**config.mk**
```make
export PLATFORM = sky130hd
export DESIGN_NAME = iram_fetch_arbiter
export DESIGN_NICKNAME = d
export VERILOG_FILES = /design/src/rtl/iram_fetch_arbiter.sv
export SDC_FILE = /design/constraint.sdc
export NUM_CORES = 1
export LEC_CHECK = 0
export CAP_MARGIN = 20
export CORE_ASPECT_RATIO = 1.1
export CORE_MARGIN = 1
export CORE_UTILIZATION = 42
export DETAILED_ROUTE_END_ITERATION = 10
export GPL_ROUTABILITY_DRIVEN = 0
export PLACE_DENSITY_LB_ADDON = 0.1
export SLEW_MARGIN = 30
export SYNTH_ARGS = -nofsm -noshare
export SYNTH_HDL_FRONTEND = slang
export SYNTH_SLANG_ARGS = --single-unit
```
**constraint.sdc**
```tcl
create_clock -name clk -period 2.19 [get_ports clk]
set_input_delay 0.438 -clock clk [delete_from_list [all_inputs] [get_ports clk]]
set_output_delay 0.438 -clock clk [all_outputs]
set_load 0.01 [all_outputs]
```
**src/rtl/iram_fetch_arbiter.sv**
```systemverilog
// iram_fetch_arbiter: owns the single-port bytecode iram and shares it
// between the JIT decode fetch path and the host bytecode loader.
//
// Ports:
//   clk, reset        system clock, synchronous active-high reset
//   fetch_req         decode SM asks for the byte at pc (level)
//   iram_data         last delivered byte, held until the next delivery
//   waiting           stall to the decode SM while a fetch is outstanding
//   pc                bytecode PC, address of the next byte to fetch
//   pc_load/_val      branch or method entry, overrides everything else
//   host_wr/addr/data host write request (level), host_ack one-cycle pulse
//   ram_*             registered iram port, one-cycle ram_en per access
//
// Optional feature (macro IRAM_FETCH_LIMIT_EN): adds pc_limit input and a
// sticky fetch_fault output for fetches at or beyond pc_limit or past the
// top of the address space. Without the macro the PC wraps silently.
module iram_fetch_arbiter #(
   parameter int                ADDR_W   = 12,
   // read latency in cycles, legal range 1..4
   parameter int                RD_LAT   = 2,
   parameter logic [ADDR_W-1:0] PC_RESET = '0
) (
   input  logic              clk,
   input  logic              reset,
   input  logic              fetch_req,
   output logic [7:0]        iram_data,
   output logic              waiting,
   output logic [ADDR_W-1:0] pc,
   input  logic              pc_load,
   input  logic [ADDR_W-1:0] pc_load_val,
   input  logic              host_wr,
   input  logic [ADDR_W-1:0] host_addr,
   input  logic [7:0]        host_data,
   output logic              host_ack,
   output logic              ram_en,
   output logic              ram_we,
   output logic [ADDR_W-1:0] ram_addr,
   output logic [7:0]        ram_wdata,
`ifdef IRAM_FETCH_LIMIT_EN
   input  logic [ADDR_W-1:0] pc_limit,
   output logic              fetch_fault,
`endif
   input  logic [7:0]        ram_rdata
);

   typedef enum logic [1:0] {
      IDLE,
      READ,
      HOST
   } state_t;

   localparam logic GNT_FETCH = 1'b0;
   localparam logic GNT_HOST  = 1'b1;

   state_t            state, state_nxt;
   logic [2:0]        lat_cnt, lat_nxt;
   logic              last_grant, last_nxt;
   logic              discard, discard_nxt;
   logic [ADDR_W-1:0] pc_nxt;
   logic [7:0]        data_nxt;
   logic              wait_nxt;
   logic              ack_nxt;
   logic              en_nxt;
   logic              we_nxt;
   logic [ADDR_W-1:0] addr_nxt;
   logic [7:0]        wdata_nxt;
   logic              fault;
   logic              fetch_ok;
   logic              issue;
   logic              deliver;

`ifdef IRAM_FETCH_LIMIT_EN
   logic              fault_nxt;
   assign fetch_fault = fault;
`else
   assign fault = 1'b0;
`endif

   // a faulted fetch path stops competing for the port
   assign fetch_ok = fetch_req && !fault;

   always_comb begin
      state_nxt   = state;
      lat_nxt     = lat_cnt;
      last_nxt    = last_grant;
      discard_nxt = discard;
      pc_nxt      = pc;
      data_nxt    = iram_data;
      ack_nxt     = 1'b0;
      en_nxt      = 1'b0;
      we_nxt      = 1'b0;
      addr_nxt    = ram_addr;
      wdata_nxt   = ram_wdata;
      issue       = 1'b0;
      deliver     = 1'b0;
`ifdef IRAM_FETCH_LIMIT_EN
      fault_nxt   = fault;
`endif

      unique case (state)
         IDLE: begin
            if (!pc_load) begin
               // tie goes to whoever did not win last time
               if (fetch_ok &&
                   (!host_wr || last_grant == GNT_HOST)) begin
                  last_nxt = GNT_FETCH;
`ifdef IRAM_FETCH_LIMIT_EN
                  if (pc >= pc_limit) begin
                     fault_nxt = 1'b1;
                  end else begin
                     issue = 1'b1;
                     if (&pc) fault_nxt = 1'b1;
                  end
`else
                  issue = 1'b1;
`endif
               end else if (host_wr) begin
                  last_nxt  = GNT_HOST;
                  en_nxt    = 1'b1;
                  we_nxt    = 1'b1;
                  addr_nxt  = host_addr;
                  wdata_nxt = host_data;
                  ack_nxt   = 1'b1;
                  state_nxt = HOST;
               end
            end
         end
         READ: begin
            if (lat_cnt != 3'd0) begin
               lat_nxt = lat_cnt - 3'd1;
            end else begin
               state_nxt = IDLE;
               // a pc_load during the read makes its byte stale
               if (!discard && !pc_load) begin
                  deliver  = 1'b1;
                  data_nxt = ram_rdata;
               end
            end
            if (pc_load) discard_nxt = 1'b1;
         end
         HOST: begin
            state_nxt = IDLE;
         end
         default: begin
            state_nxt = IDLE;
         end
      endcase

      if (issue) begin
         en_nxt      = 1'b1;
         addr_nxt    = pc;
         pc_nxt      = pc + ADDR_W'(1);
         lat_nxt     = 3'(RD_LAT);
         discard_nxt = 1'b0;
         state_nxt   = READ;
      end

      if (pc_load) begin
         pc_nxt = pc_load_val;
`ifdef IRAM_FETCH_LIMIT_EN
         fault_nxt = 1'b0;
`endif
      end

      // stays up through a READ even if fetch_req drops meanwhile
      wait_nxt = deliver ? 1'b0
               : (fetch_req || (state == READ && waiting));
   end

   always_ff @(posedge clk) begin
      if (reset) begin
         state      <= IDLE;
         lat_cnt    <= 3'd0;
         last_grant <= GNT_HOST;
         discard    <= 1'b0;
         pc         <= PC_RESET;
         iram_data  <= 8'h00;
         waiting    <= 1'b0;
         host_ack   <= 1'b0;
         ram_en     <= 1'b0;
         ram_we     <= 1'b0;
         ram_addr   <= '0;
         ram_wdata  <= 8'h00;
`ifdef IRAM_FETCH_LIMIT_EN
         fault      <= 1'b0;
`endif
      end else begin
         state      <= state_nxt;
         lat_cnt    <= lat_nxt;
         last_grant <= last_nxt;
         discard    <= discard_nxt;
         pc         <= pc_nxt;
         iram_data  <= data_nxt;
         waiting    <= wait_nxt;
         host_ack   <= ack_nxt;
         ram_en     <= en_nxt;
         ram_we     <= we_nxt;
         ram_addr   <= addr_nxt;
         ram_wdata  <= wdata_nxt;
`ifdef IRAM_FETCH_LIMIT_EN
         fault      <= fault_nxt;
`endif
      end
   end

endmodule

```
==> results of run 1 <==
cells in the final DEF (no fill, tap or decap), types with 2 or more instances in the layout:
cell and n:
a211oi_1 18, buf_12 2, nand2_1 6, nor3b_1 2, xor2_1 6, and3_1 2, nand3_1 4, clkdlybuf4s50_1 87
mux2i_1 28, a311oi_1 3, a21oi_1 5, nor2b_1 3, dfxtp_1 50, nand2b_1 2, nor3_1 4, or3_1 2
nand4_1 7, and2_1 3, nor2_1 42, a31oi_1 2, inv_1 3, clkbuf_8 6, o21ai_0 5, bufinv_16 2
buf_4 14
worst max-delay path, cell delays in order:
cell	delay [ps]
clkdlybuf4s50_1	500
nor3_2	260
nand3_2	190
or4_1	540
a31oi_1	170
where the power goes:
| group | internal (mW) | switching (mW) | total [mW] |
|---|---|---|---|
| clock network | 0.487 | 0.302 | 0.789 |
| registers | 0.962 | 0.0362 | 0.998 |
| logic | 0.245 | 0.172 | 0.417 |
| total | 1.69 | 0.510 | 2.20 |
logic make-up (layout without fill, tap and decap cells):
group / after synthesis / in the layout / share of synthesized area (%)
buf+inv: 20 / 116 / 4.24
flops: 50 / 50 / 46.5
xor+xnor: 7 / 7 / 2.85
simple gates: 86 / 86 / 20.3
mux: 28 / 28 / 13.0
fa+ha+maj: 1 / 1 / 0.581
compound gates: 38 / 38 / 12.4
per-layer routing:
layer	part of all wire (%)	routed length, um	GRT usage [%]
met3	6.1	315	5.78
met2	48	2440	33.8
met1	45	2300	23.3
met5	0	0	0
met4	1.4	74	7.20
path summary, 6_finish.rpt:
check,end,cells after the start,slack (ps)
hold reg to reg,lat_cnt[2],2,470
setup reg to reg,iram_data[5],4,350
hold / removal,lat_cnt[2],2,470
setup / recovery,pc[11],5,330
through the flow:
stage	cell area [um^2]	instances	hold WS, ps	utilization [%]	power [mW]
floorplan	2150	230	436	-	1.20
global placement	3170	374	448	66.2	1.43
detailed placement	3170	374	457	66.2	1.44
CTS	3310	382	467	69.2	2.23
global route	3310	382	515	69.2	2.30
finish	3310	382	467	69.2	2.20
final cells by class:
| cell class | count | area share (%) |
|---|---|---|
| repair buffers | 104 | 30.9 |
| multi-input cells | 160 | 32.0 |
| well taps | 56 | 2.12 |
| flip-flops and latches | 50 | 30.2 |
| clock buffers | 6 | 2.50 |
| clock inverters | 2 | 1.81 |
| inverters | 4 | 0.454 |
sequential cells by signal, summed over array words and instances (netlist names):
register and count:
waiting 1, lat_cnt 3, ram_addr 12, iram_data 8
ram_en 1, discard 1, pc 12, ram_wdata 8
ram_we 1, state 2, last_grant 1
==> out/results.txt, run 1 <==
RSZ-0062 raised after global routing = false
static leakage = 1.40 nW
H-tree depth reported by CTS = 2
power density over cell area = 666 nW/um^2
dpl ws = 32.3 ps
final worst setup slack = 330 ps
input/output buffers = 88
Peak supply drop = 569 uV
number of register bits inferred by synthesis = 50
DRC viols = 0
number of setup buffers added after CTS = 0
clk_lat worst skew = 300 ps
row count = 26
arrival time at the worst endpoint = 2100 ps
clock tree skew after final layout = 2.95 ps
number of enable flip-flop cells after synthesis = 0
Reg-to-Reg Start = state[0]
crit path max fanout = 6
cts bufs inserted = 5
pins over their slew limit = 0
share of flip-flops with an asynchronous set or reset = 0%
sequential standard cell area = 1000 um^2
quantity of gates resized following cts = 0
cell types occupying the most area after synthesis = dfxtp_1 (47%), mux2i_1 (13%), nor2_1 (7.3%)
type of the worst min-delay path = flip-flop to flip-flop
largest net degree at the start of global routing = 27
nets@finish = 371
routed vias/inst = 5.18
min cycle time layout = 1860 ps
footprint of the multi-input gates = 1060 um^2
CP required = 2430 ps
Yosys top cell area share = 46.5%
maximum buffer depth of the clock tree = 2
global-route wire length before repair = 8560 um
CTS Root Buffer Type = clkbuf_8
share of synthesized area occupied by flip-flops and latches = 46.5%
global route total overflow = 0
most common cell in the netlist = dfxtp_1
hold violation count in the final report = 0
number of nets with antenna violations after detailed routing = 0
initial antenna violation count = 0
post-synthesis average cell area = 9.36 um^2
Clk pin slew, worst setup/hold paths = 90 ps
fmax = 538 MHz
total half-perimeter wirelength after legalization and detailed placement = 3770 um
via count = 1977
Worst-Margin Slew = 395 ps
total length of routed wires = 5130 um
Layout fillers = 390
crit end category = flip-flop
Slew Limit Headroom = 73.6%
share of cells above drive strength 1 = 9.82%
Finish-stage setup viols = 0
Post-Syn Instances = 230
total negative slack = 0 ps
area of the core = 4780 um^2
number of violations reported at the end of detailed-routing iteration 0 = 66
Synth warnings = 0
io pins = 89
Die Y = 77.1 um
biggest area consumer among synthesized cells = dfxtp_1
clock sink total = 50
vias in the first global route = 1872
top cell types by occurrence after synthesis = dfxtp_1 (50), nor2_1 (42), mux2i_1 (28)
syn_nets = 276
Worst Setup Path Type = input pin to flip-flop
run status = finished clean
Starting Density = 45.0%
final routed wire length divided by cell count = 13.4 um
global routing usage summed across all routing layers = 19.8%
Distinct cells, synth = 41
maximum capacitance violations = 0
area added between synthesis and finish = 53.8%
TritonCTS clock tree = built
hold_buf cts = 0
most common flop cell mapped by yosys = dfxtp_1
Antenna Cells = 0
die area = 5410 um^2
die outline width = 70.3 um
hold path start = lat_cnt[2]
launch point of the critical path = pc_load
Period Utilization, post-route = 84.9%
number of optimization iterations in the first detailed-route pass = 4
Mapped Area = 2150 um^2
sort of element at the start of the critical path = input pin
No activity file was read; power rests on OpenSTA's default activity.
==> inputs of run 2 (changes only) <==
==> constraint.sdc (replaced) <==
create_clock -name clk -period 1.8 [get_ports clk]
set_input_delay 0.36 -clock clk [delete_from_list [all_inputs] [get_ports clk]]
set_output_delay 0.36 -clock clk [all_outputs]
set_load 0.01 [all_outputs]
==> out/results.txt, run 2 (synthesized netlist as in run 1, its figures left out) <==
leading registers by flop count = pc (12), ram_addr (12) (unchanged)
smallest hold slack = 446 ps (was 467 ps)
Starting Density = 45.0% (unchanged)
endpoint of the worst setup timing path = iram_data[6] (was pc[11])
maximum capacitance violations = 0 (unchanged)
global routing usage summed across all routing layers = 19.7% (was 19.8%)
cts bufs inserted = 5 (unchanged)
routed vias/inst = 5.18 (about the same)
sort of element at the start of the critical path = flip-flop (was input pin)
power density over cell area = 746 nW/um^2 (was 666 nW/um^2)
M1 wire length = 2180 um (was 2300 um)
initial antenna violation count = 0 (unchanged)
launch point of the critical path = state[1] (was pc_load)
Layout fillers = 391 (was 390)
count of non-filler cells in the finished layout = 394 (was 382)
internal cell power = 1.90 mW (was 1.69 mW)
input/output buffers = 88 (unchanged)
maximum single-stage delay on the critical path = 610 ps (was 540 ps)
share of cells above drive strength 1 = 12.7% (was 9.82%)
total length of routed wires = 5020 um (was 5130 um)
crit path max fanout = 9 (was 6)
RSZ-0062 raised after global routing = false (unchanged)
leading cell type in the layout, fill and taps excluded = clkdlybuf4s50_1 (unchanged)
nets@finish = 383 (was 371)
die area = 5410 um^2 (unchanged)
Clk pin slew, worst setup/hold paths = 90 ps (about the same)
TritonCTS clock tree = built (unchanged)
vias in the first global route = 1936 (was 1872)
via count = 2039 (was 1977)
sequential share of power = 48.4% (was 45.3%)
footprint of the multi-input gates = 1060 um^2 (unchanged)
maximum buffer depth of the clock tree = 2 (unchanged)
global-route wire length before repair = 8630 um (was 8560 um)
largest net degree at the start of global routing = 27 (unchanged)
final standard cell area without fillers = 3350 um^2 (was 3310 um^2)
number of violations reported at the end of detailed-routing iteration 0 = 106 (was 66)
row count = 26 (unchanged)
Peak supply drop = 530 uV (was 569 uV)
type of the worst min-delay path = input pin to flip-flop (was flip-flop to flip-flop)
io pins = 89 (unchanged)
switching power total = 0.604 mW (was 0.510 mW)
sequential standard cell area = 1000 um^2 (unchanged)
area added between synthesis and finish = 55.9% (was 53.8%)
met3 wire length = 417 um (was 315 um)
CP required = 2000 ps (was 2430 ps)
met2 routed wirelength = 2370 um (was 2440 um)
crit-path cells = or3b_4, or4_4, mux2i_1, nor2_1 (was clkdlybuf4s50_1, nor3_2, nand3_2, or4_1, a31oi_1)
Worst Setup Path Type = flip-flop to flip-flop (was input pin to flip-flop)
final worst setup slack = 94.0 ps (was 330 ps)
number of cells after detailed placement = 386 (was 374)
top library cells by usage in the layout, fill and taps aside = clkdlybuf4s50_1 (87), dfxtp_1 (50), nor2_1 (42) (unchanged)
DRC viols = 0 (unchanged)
crit end category = flip-flop (unchanged)
Reg-to-Reg Start = state[1] (was state[0])
slack of the worst reg-to-reg path = 90 ps (was 350 ps)
Highest Signal Layer = met4 (unchanged)
master of the slowest instance on the critical path = or4_4 (was or4_1)
worst flop-to-flop path endpoint = iram_data[6] (was iram_data[5])
Worst R2R Path Depth = 4 (unchanged)
total negative slack = 0 ps (unchanged)
clock tree skew after final layout = 8.07 ps (was 2.95 ps)
Antenna Cells = 0 (unchanged)
clk_lat worst skew = 300 ps (about the same)
number of buffers and inverters on the critical path = 0 (was 1)
Comb power frac = 21.1% (was 18.9%)
share of power burned in the clock network = 30.5% (was 35.8%)
Critical Path Stages = 4 (was 5)
arrival time at the worst endpoint = 1910 ps (was 2100 ps)
Period Utilization, post-route = 94.8%
min cycle time layout = 1710 ps
area of the core = 4780 um^2 (unchanged)
fmax = 586 MHz
quantity of gates resized following cts = 0 (unchanged)
static leakage = 1.44 nW (was 1.40 nW)
hold violation count in the final report = 0 (unchanged)
Die Y = 77.1 um (unchanged)
Worst-Margin Slew = 362 ps (was 395 ps)
final routed wire length divided by cell count = 12.7 um (was 13.4 um)
cell family contributing the most delay on the critical path = simple AND/OR/NAND/NOR gates (unchanged)
total half-perimeter wirelength after legalization and detailed placement = 3840 um (was 3770 um)
Slew Limit Headroom = 75.9% (was 73.6%)
hold_buf cts = 0 (unchanged)
dpl ws = -96.6 ps (was 32.3 ps)
number of setup buffers added after CTS = 0 (unchanged)
number of nets with antenna violations after detailed routing = 0 (unchanged)
switching share of total power = 24.1% (was 23.1%)
run status = finished clean (unchanged)
number of optimization iterations in the first detailed-route pass = 4 (unchanged)
die outline width = 70.3 um (unchanged)
Finish-stage setup viols = 0 (unchanged)
H-tree depth reported by CTS = 2 (unchanged)
global route total overflow = 0 (unchanged)
pins over their slew limit = 0 (unchanged)
CTS Root Buffer Type = clkbuf_8 (unchanged)
clock sink total = 50 (unchanged)
Post-DP Area = 3240 um^2 (was 3170 um^2)
run 2: cell count changes in the layout (fill, tap and decap cells not counted), sizes merged:
| cell | change |
|---|---|
| clkinvlp | +1 |
| buf | +12 |
| bufinv | -1 |
run 2: how the worst min path moves through the flow:
stage / from / end / depth (start not counted)
finish: reset / state[1] / 2
global placement: lat_cnt[2] / lat_cnt[2] / 2
floorplan: lat_cnt[2] / lat_cnt[2] / 2
global route: reset / state[0] / 2
CTS: reset / iram_data[7] / 2
detailed placement: lat_cnt[2] / lat_cnt[2] / 2
run 2: layout make-up:
cell class | count | share of cell area, %
clock buffer | 6 | 2.16
tap | 56 | 2.09
clock inverter | 2 | 1.12
timing repair buffer | 116 | 32.7
inverter | 4 | 0.448
multi-input combinational | 160 | 31.6
sequential | 50 | 29.8
run 2: metal layers:
metal / track usage [%] / up-vias
li1: - / 1033
met1: 24.8 / 919
met2: 31.9 / 83
met3: 6.44 / 4
met4: 5.80 / 0
met5: 0 / -
run 2: power by group through the flow:
stage	Clock, mW	Sequential, mW	Combinational [mW]
after global routing	0.835	1.22	0.576
after floorplan	0	1.27	0.191
final	0.764	1.21	0.529
after detailed placement	0	1.24	0.530
after global placement	0	1.23	0.524
after CTS	0.787	1.21	0.533
run 2: worst reg2reg max path, delay by kind of cell, from the launching register on:
kind / cells / cell delay (ps)
DFF: 1 / 320
and+or+nand+nor: 3 / 1090
muxes: 1 / 200
run 2: stage by stage:
step,utilization (%),power (mW)
floorplan,-,1.46
global placement,67.8,1.76
detailed placement,67.8,1.77
CTS,70.1,2.53
global route,70.1,2.63
finish,70.1,2.50
